$ cat config.mk
export PLATFORM = sky130hd
export DESIGN_NAME = window_gen
export DESIGN_NICKNAME = d
export VERILOG_FILES = /design/src/rtl/window_gen_pkg.sv /design/src/rtl/window_gen_line_buffer.sv /design/src/rtl/window_gen.sv
export SDC_FILE = /design/constraint.sdc
export NUM_CORES = 2
export LEC_CHECK = 0
export CORE_MARGIN = 2
export CORE_UTILIZATION = 64
export CTS_CLUSTER_DIAMETER = 100
export DETAILED_ROUTE_END_ITERATION = 8
export MAX_ROUTING_LAYER = met4
export PLACE_DENSITY = 0.84
export SLEW_MARGIN = 20
export SYNTH_ARGS = -nofsm -noshare
export SYNTH_HDL_FRONTEND = slang
export SYNTH_SLANG_ARGS = --single-unit
$ cat constraint.sdc
create_clock -name i_clk -period 79.4 [get_ports i_clk]
set_input_delay 15.88 -clock i_clk [delete_from_list [all_inputs] [get_ports i_clk]]
set_output_delay 15.88 -clock i_clk [all_outputs]
set_load 0.01 [all_outputs]
$ cat src/rtl/window_gen_pkg.sv
// Shared 3x3 window geometry and packing order, used by window_gen and the conv core.
package window_gen_pkg;

  localparam int DATA_W_DEF = 32'sd10;
  localparam int WIN_K      = 32'sd3;
  localparam int WIN_N      = WIN_K * WIN_K;
  localparam int BUS_W_DEF  = WIN_N * DATA_W_DEF;
  localparam int N_CH       = 32'sd3;

  // Element k = 3*wr + wc; wr=0 is the oldest row, wc=0 the oldest column.
  function automatic int elem_idx(input int wr, input int wc);
    return WIN_K * wr + wc;
  endfunction

endpackage

$ cat src/rtl/window_gen_line_buffer.sv
// Shift-enabled delay line: o_data is the sample written DEPTH enables ago.
module line_buffer
  import window_gen_pkg::*;
#(
  parameter int DEPTH = 32,
  parameter int WIDTH = DATA_W_DEF
) (
  input  logic             i_clk,
  input  logic             i_en,
  input  logic [WIDTH-1:0] i_data,
  output logic [WIDTH-1:0] o_data
);

  logic [WIDTH-1:0] r_mem [DEPTH];

  // Storage is deliberately left unreset; stale contents are gated out upstream.
  always_ff @(posedge i_clk) begin
    if (i_en) begin
      r_mem[0] <= i_data;
      for (int k = 1; k < DEPTH; k++) begin
        r_mem[k] <= r_mem[k-1];
      end
    end
  end

  assign o_data = r_mem[DEPTH-1];

endmodule

$ cat src/rtl/window_gen.sv
// Streaming 3x3 window generator for three channels, stride 1, no padding.
module window_gen
  import window_gen_pkg::*;
#(
  parameter int IMG_W  = 32,
  parameter int IMG_H  = 32,
  parameter int DATA_W = DATA_W_DEF
) (
  input  logic                    i_clk,
  input  logic                    i_rstn,
  input  logic                    i_valid,
  output logic                    o_ready,
  input  logic [DATA_W-1:0]       i_pixel0,
  input  logic [DATA_W-1:0]       i_pixel1,
  input  logic [DATA_W-1:0]       i_pixel2,
  output logic                    o_valid,
  input  logic                    i_ready,
  output logic [WIN_N*DATA_W-1:0] o_busData0,
  output logic [WIN_N*DATA_W-1:0] o_busData1,
  output logic [WIN_N*DATA_W-1:0] o_busData2,
  output logic                    o_last
);

  localparam int BUS_W = WIN_N * DATA_W;
  localparam int CW    = $clog2(IMG_W);
  localparam int RW    = $clog2(IMG_H);
  localparam logic [CW-1:0] COL_LAST = CW'(IMG_W - 1);
  localparam logic [RW-1:0] ROW_LAST = RW'(IMG_H - 1);
  localparam logic [CW-1:0] COL_MIN  = CW'(2);
  localparam logic [RW-1:0] ROW_MIN  = RW'(2);

  logic [CW-1:0]     r_col;
  logic [RW-1:0]     r_row;
  logic              r_valid;
  logic              r_last;
  logic              w_accept;
  logic              w_produce;
  logic              w_col_end;
  logic              w_frame_end;
  logic [DATA_W-1:0] w_pix [N_CH];

  assign o_ready     = !r_valid || i_ready;
  assign w_accept    = i_valid && o_ready;
  assign w_col_end   = (r_col == COL_LAST);
  assign w_frame_end = w_col_end && (r_row == ROW_LAST);
  assign w_produce   = w_accept && (r_col >= COL_MIN) && (r_row >= ROW_MIN);

  assign w_pix[0] = i_pixel0;
  assign w_pix[1] = i_pixel1;
  assign w_pix[2] = i_pixel2;

  // Raster position of the next accepted pixel; wraps straight into the next frame.
  always_ff @(posedge i_clk) begin
    if (!i_rstn) begin
      r_col <= '0;
      r_row <= '0;
    end else if (w_accept) begin
      if (w_col_end) begin
        r_col <= '0;
        if (r_row == ROW_LAST) begin
          r_row <= '0;
        end else begin
          r_row <= r_row + RW'(1);
        end
      end else begin
        r_col <= r_col + CW'(1);
      end
    end
  end

  // Output valid/last hold under back-pressure and drop after a handoff with no new window.
  always_ff @(posedge i_clk) begin
    if (!i_rstn) begin
      r_valid <= 1'b0;
      r_last  <= 1'b0;
    end else if (w_produce) begin
      r_valid <= 1'b1;
      r_last  <= w_frame_end;
    end else if (o_ready) begin
      r_valid <= 1'b0;
    end
  end

  for (genvar g = 0; g < N_CH; g++) begin : g_ch
    logic [DATA_W-1:0] w_a_out;
    logic [DATA_W-1:0] w_b_out;
    logic [DATA_W-1:0] w_col [WIN_K];
    logic [BUS_W-1:0]  w_bus;
    logic [DATA_W-1:0] r_hist [WIN_K][WIN_K-1];
    logic [BUS_W-1:0]  r_bus;

    line_buffer #(.DEPTH(IMG_W), .WIDTH(DATA_W)) u_lb_a (
      .i_clk  (i_clk),
      .i_en   (w_accept),
      .i_data (w_pix[g]),
      .o_data (w_a_out)
    );

    line_buffer #(.DEPTH(IMG_W), .WIDTH(DATA_W)) u_lb_b (
      .i_clk  (i_clk),
      .i_en   (w_accept),
      .i_data (w_a_out),
      .o_data (w_b_out)
    );

    assign w_col[0] = w_b_out;
    assign w_col[1] = w_a_out;
    assign w_col[2] = w_pix[g];

    // The window's newest column is taken live; only the two older columns are held here.
    always_comb begin
      w_bus = '0;
      for (int wr = 0; wr < WIN_K; wr++) begin
        for (int wc = 0; wc < WIN_K - 1; wc++) begin
          w_bus[elem_idx(wr, wc) * DATA_W +: DATA_W] = r_hist[wr][wc];
        end
        w_bus[elem_idx(wr, WIN_K - 1) * DATA_W +: DATA_W] = w_col[wr];
      end
    end

    always_ff @(posedge i_clk) begin
      if (w_accept) begin
        for (int wr = 0; wr < WIN_K; wr++) begin
          r_hist[wr][0] <= r_hist[wr][1];
          r_hist[wr][1] <= w_col[wr];
        end
      end
    end

    always_ff @(posedge i_clk) begin
      if (!i_rstn) begin
        r_bus <= '0;
      end else if (w_produce) begin
        r_bus <= w_bus;
      end
    end
  end

  assign o_valid    = r_valid;
  assign o_last     = r_last;
  assign o_busData0 = g_ch[0].r_bus;
  assign o_busData1 = g_ch[1].r_bus;
  assign o_busData2 = g_ch[2].r_bus;

endmodule
# Word-level counts from Yosys, hierarchy flattened
# Memory sizes are Yosys's and may differ from the RTL's.
# Cells that the tools add are included.
[totals]
ff_bits = 282
mem_bits_rw = 2100
in_bits = 34
out_inout_bits = 273
elab_cells = 36
n_memories = 9
[memory_table]
columns = ["memory", "words", "word_bits", "read_ports", "rd_ports_with_merged_regs", "write_ports", "line", "source"]
rows = [
  ["g_ch[0].u_lb_a.r_mem", 32, 10, 32, 0, 32, "window_gen_line_buffer.sv:14", "logic [WIDTH-1:0] r_mem [DEPTH];"],
  ["g_ch[0].u_lb_b.r_mem", 32, 10, 32, 0, 32, "window_gen_line_buffer.sv:14", ""],
  ["g_ch[1].u_lb_a.r_mem", 32, 10, 32, 0, 32, "window_gen_line_buffer.sv:14", ""],
  ["g_ch[1].u_lb_b.r_mem", 32, 10, 32, 0, 32, "window_gen_line_buffer.sv:14", ""],
  ["g_ch[2].u_lb_a.r_mem", 32, 10, 32, 0, 32, "window_gen_line_buffer.sv:14", ""],
  ["g_ch[2].u_lb_b.r_mem", 32, 10, 32, 0, 32, "window_gen_line_buffer.sv:14", ""],
  ["3 more memories", "--", "--", "--", "--", "--", "--", ""],
]
[op_classes]
n_addsub = 2
magnitude_cmp = 2
eq_ne = 2
n_mux = 6
n_reduce_logical = 8
[ops]
columns = ["op", "count"]
rows = [
  ["$add A5 B1 Y5 const B", 2],
  ["$eq A5 B5 Y1 const B", 2],
  ["$ge A5 B2 Y1 const B", 2],
  ["$mux W5", 2],
  ["$logic_and A1 B1 Y1", 4],
  ["$mux W1", 4],
  ["$reduce_and A2 Y1", 1],
  ["$reduce_bool A2 Y1", 1],
  ["$logic_not A1 Y1", 1],
  ["$logic_or A1 B1 Y1", 1],
]

# Logic depth before layout (Yosys ltp)
[logic_depth]
depth_word = 6
depth_mapped = 8

# Hierarchy
# Synthesis repeated with hierarchy kept, for this count alone.
[unflattened]
cells_unflattened = 3401
area_unflattened_um2 = 74781.7
[by_module_without_submodules]
columns = ["module", "instances", "cells_per_inst", "area_each_um2"]
rows = [
  ["line_buffer", 6, 330, 9684.3],
  ["window_gen", 1, 1421, 16676.0],
]

# Worst setup path after synthesis
# OpenSTA, ideal clock, no wires.
[synth_path]
path_kind = "in2reg"
startpoint = "in i_ready"
endpoint = "reg r_row[1]"
setup_time_ps = 1642
arrival_ps = 56773
t_required_ps = 77758
setup_slack_ps = 20985
stages = 5
path_cell_list = "nand2b_1 nand2_1 clkbuf_1 inv_1 a311oi_1"
[synth_between]
elab_chain_len = 3
[synth_lines]
columns = ["item", "line", "source"]
rows = [
  ["from (decl)", "window_gen.sv:17", "input logic i_ready,"],
  ["$logic_or A1 B1 Y1", "window_gen.sv:42", "assign o_ready = !r_valid || i_ready;"],
  ["$logic_and A1 B1 Y1", "window_gen.sv:43", "assign w_accept = i_valid && o_ready;"],
  ["net g_ch[0].u_lb_a.i_en", "window_gen_line_buffer.sv:9", "input logic i_en,"],
  ["$reduce_and A2 Y1 (no line)", "--", ""],
  ["to (signal assigned)", "window_gen.sv:63", "r_row <= r_row + RW'(1);"],
  ["to (decl)", "window_gen.sv:33", "logic [RW-1:0] r_row;"],
]
# The timed path passes the listed nets, and every way through them passes these cells.
# A chain may end at the register's enable or synchronous reset.

# Worst setup path in the final report
[layout_path]
startpoint = "in i_ready"
endpoint = "out o_ready"
[layout_between]
elab_chain_len = 1
[layout_lines]
columns = ["item", "line", "source"]
rows = [
  ["$logic_or A1 B1 Y1", "window_gen.sv:42", ""],
  ["to (decl)", "window_gen.sv:12", "output logic o_ready,"],
]
# Every way passes these cells.

==> reports/results.ini <==
[global_route]
grt.overflow.total = 0
grt_use_total = 0.2024
antenna_found_initial = 6
grt_pass1_vias = 28680
grt_max_degree = 205
grt_pass1_wl_microns = 165800

[clock_tree]
clock_latency_ps = 800
cts_tree = built
cts_max_level = 4
clk_pin_slew_ps = 60
cts_made_buffers = 203
cts_hold_buf = 0
post_cts_resized = 0
post_cts_buffers = 0
clk_path_buf_depth = 3
clock-sinks = 2262
clockRootBuffer = clkbuf_16

[setup_path]
arrival_ps = 17160
path_cells = clkdlybuf4s50_1, nand2b_1, clkdlybuf4s50_1
critPathMaxStageDelay_ps = 590
critPathLaunchType = primary input
crit_top_cell = clkdlybuf4s50_1
path_class = primary input to output port
critPathMaxFanout = 6
required_ps = 63520
crit_path_end_kind = output port
critical_path.slowest_cell = clkdlybuf4s50_1
r2r_slack_ps = 74030
cp.buffers_inverters = 2
crit_family = buffers and inverters

[detailed_routing]
wire_per_inst_microns = 20.74
drt_iter0_markers = 2774
drc = 0
vias_per_cell = 5.346
vias = 28460
dr.pass1.iters = 5
drtAntennaViolNets = 0
wl_microns = 110400

[placement]
io_buffers = 306
dp_slack_ps = 46380
dp.cells = 4938
hpwl_microns = 54660
gp_congestion = 0.7549

[layout]
area_growth_pct = 16.69
final_core_util = 0.7559
final_common_cell = edfxtp_1
final_cell_mix = edfxtp_1 (1980), nand2_1 (546), clkdlybuf4s50_1 (305)
fin_cells = 5323
num_antenna_cells = 0
nNetsFinal = 3708
drive_gt1_frac = 0.09202

[yosys]
postSynthCellCount = 3222
yosysSeqAreaShare = 0.9207
async_reset_ff_frac = 0
yosysWarnings = 0
syn_avg_cell_area_sq_um = 21.95
syn_nets = 3262
synth_enable_flop_cells = 1980
synth_seq_cells = 2262
ys_dominant_reg_cell = edfxtp_1
syn_area_sq_mm = 0.07071
synthDistinctLibCells = 23

[sta]
rsz0062_at_grt = no
fin_skew_ps = 36.76
finalMaxSlewViolations = 0
setup_viol = 0
fin_setup_tns_ps = 0
hold_viol = 0
relSlewSlack = 0.2051
tightest_slew_ps = 1192
fmax_mhz = 30.27
finalCritPeriodShare = 0.4161
fin_crit_ps = 33040
setup_ws_ps = 46360

[floorplanning]
ios = 307
fp.coreArea_sq_mm = 0.1092
std_cell_rows = 121
die_h_microns = 336.4
start_util = 0.6478
dieArea_sq_mm = 0.1132
fp.dieW_microns = 336.4

[power_and_ir_drop]
power_mw = 2.430
ir_drop_mv = 0.03403
leakage_nw = 27.80
power_density_mw_per_mm2 = 29.45

[flow_run]
cap_violations = 0

[run_status]
status = finished, final reports clean

[worst_hold_path]
hp-class = flip-flop to flip-flop

-- where the power goes --
part / switching (mW) / total [mW] / leakage (nW) / internal [mW]
sequential: 0.0205 / 1.38 / 21.6 / 1.36
combinational: 0.0264 / 0.0310 / 2.67 / 0.00458
clock: 0.420 / 1.02 / 3.48 / 0.599
-- flip-flops by register name, indices dropped and copies added (netlist names), 5 cells and up --
| signal | flops |
|---|---|
| g_ch.r_hist | 117 |
| g_ch.u_lb_a.r_mem | 941 |
| g_ch.u_lb_b.r_mem | 922 |
| o_busData0 | 90 |
| o_busData1 | 90 |
| o_busData2 | 90 |
| r_col | 5 |
| r_row | 5 |
-- per-stage QoR --
stage	area, sq um	hold WS (ps)
finish	82520	386.9
global placement	75390	400.3
floorplan	70710	400.3
detailed placement	75390	404.5
CTS	82470	388.7
global route	82520	395.3
-- per-layer routing --
| metal | track usage | share of wire |
|---|---|---|
| met5 | - | 0 |
| met4 | 0.06707 | 0.026 |
| met3 | 0.05577 | 0.075 |
| met2 | 0.3034 | 0.48 |
| met1 | 0.2734 | 0.42 |
-- cells in the mapped netlist, types with 5 or more instances --
master	count	area, sq um
nand3_1	5	25.02
a21oi_1	9	45.04
buf_6	21	236.5
nand2_1	546	2049
mux2i_1	272	2723
edfxtp_1	1980	59460
clkbuf_1	63	236.5
ha_1	6	75.07
buf_2	8	40.04
dfxtp_1	282	5645
-- path summary, 6_finish.rpt --
path                                                       startpoint                                    end  cells past startpoint
worst max-delay path                                          i_ready                                o_ready                      3
worst min-delay path            g_ch[0].u_lb_b.r_mem[0][58]$_DFFE_PP_  g_ch[0].u_lb_b.r_mem[0][68]$_DFFE_PP_                      0
worst max register to register                   o_valid$_SDFFE_PN0P_  g_ch[0].u_lb_a.r_mem[1][21]$_DFFE_PP_                      7
worst min register to register  g_ch[0].u_lb_b.r_mem[0][58]$_DFFE_PP_  g_ch[0].u_lb_b.r_mem[0][68]$_DFFE_PP_                      0
-- cell families (layout without fill, tap and decap cells) --
kind of cell             count (synthesis)  count (layout)  synth area share
AO/OA/AOI/OAI                           19              19          0.001522
adder cells (fa/ha/maj)                  6               6          0.001062
buffers and inverters                   96             721          0.007467
flip-flops                            2262            2262            0.9207
multiplexers                           272             272           0.03850
AND/OR/NAND/NOR                        567             567           0.03079
-- layout make-up --
cell class,count,area [sq um]
Clock buffer,274,5682
Clock inverter,110,1404
Fill cell,5545,26640
Inverter,4,22.52
Multi-Input combinational cell,864,5090
Sequential cell,2262,65100
Tap cell,1476,1847
Timing Repair Buffer,333,3368
Note: power is estimated with default switching activity, not from simulation.
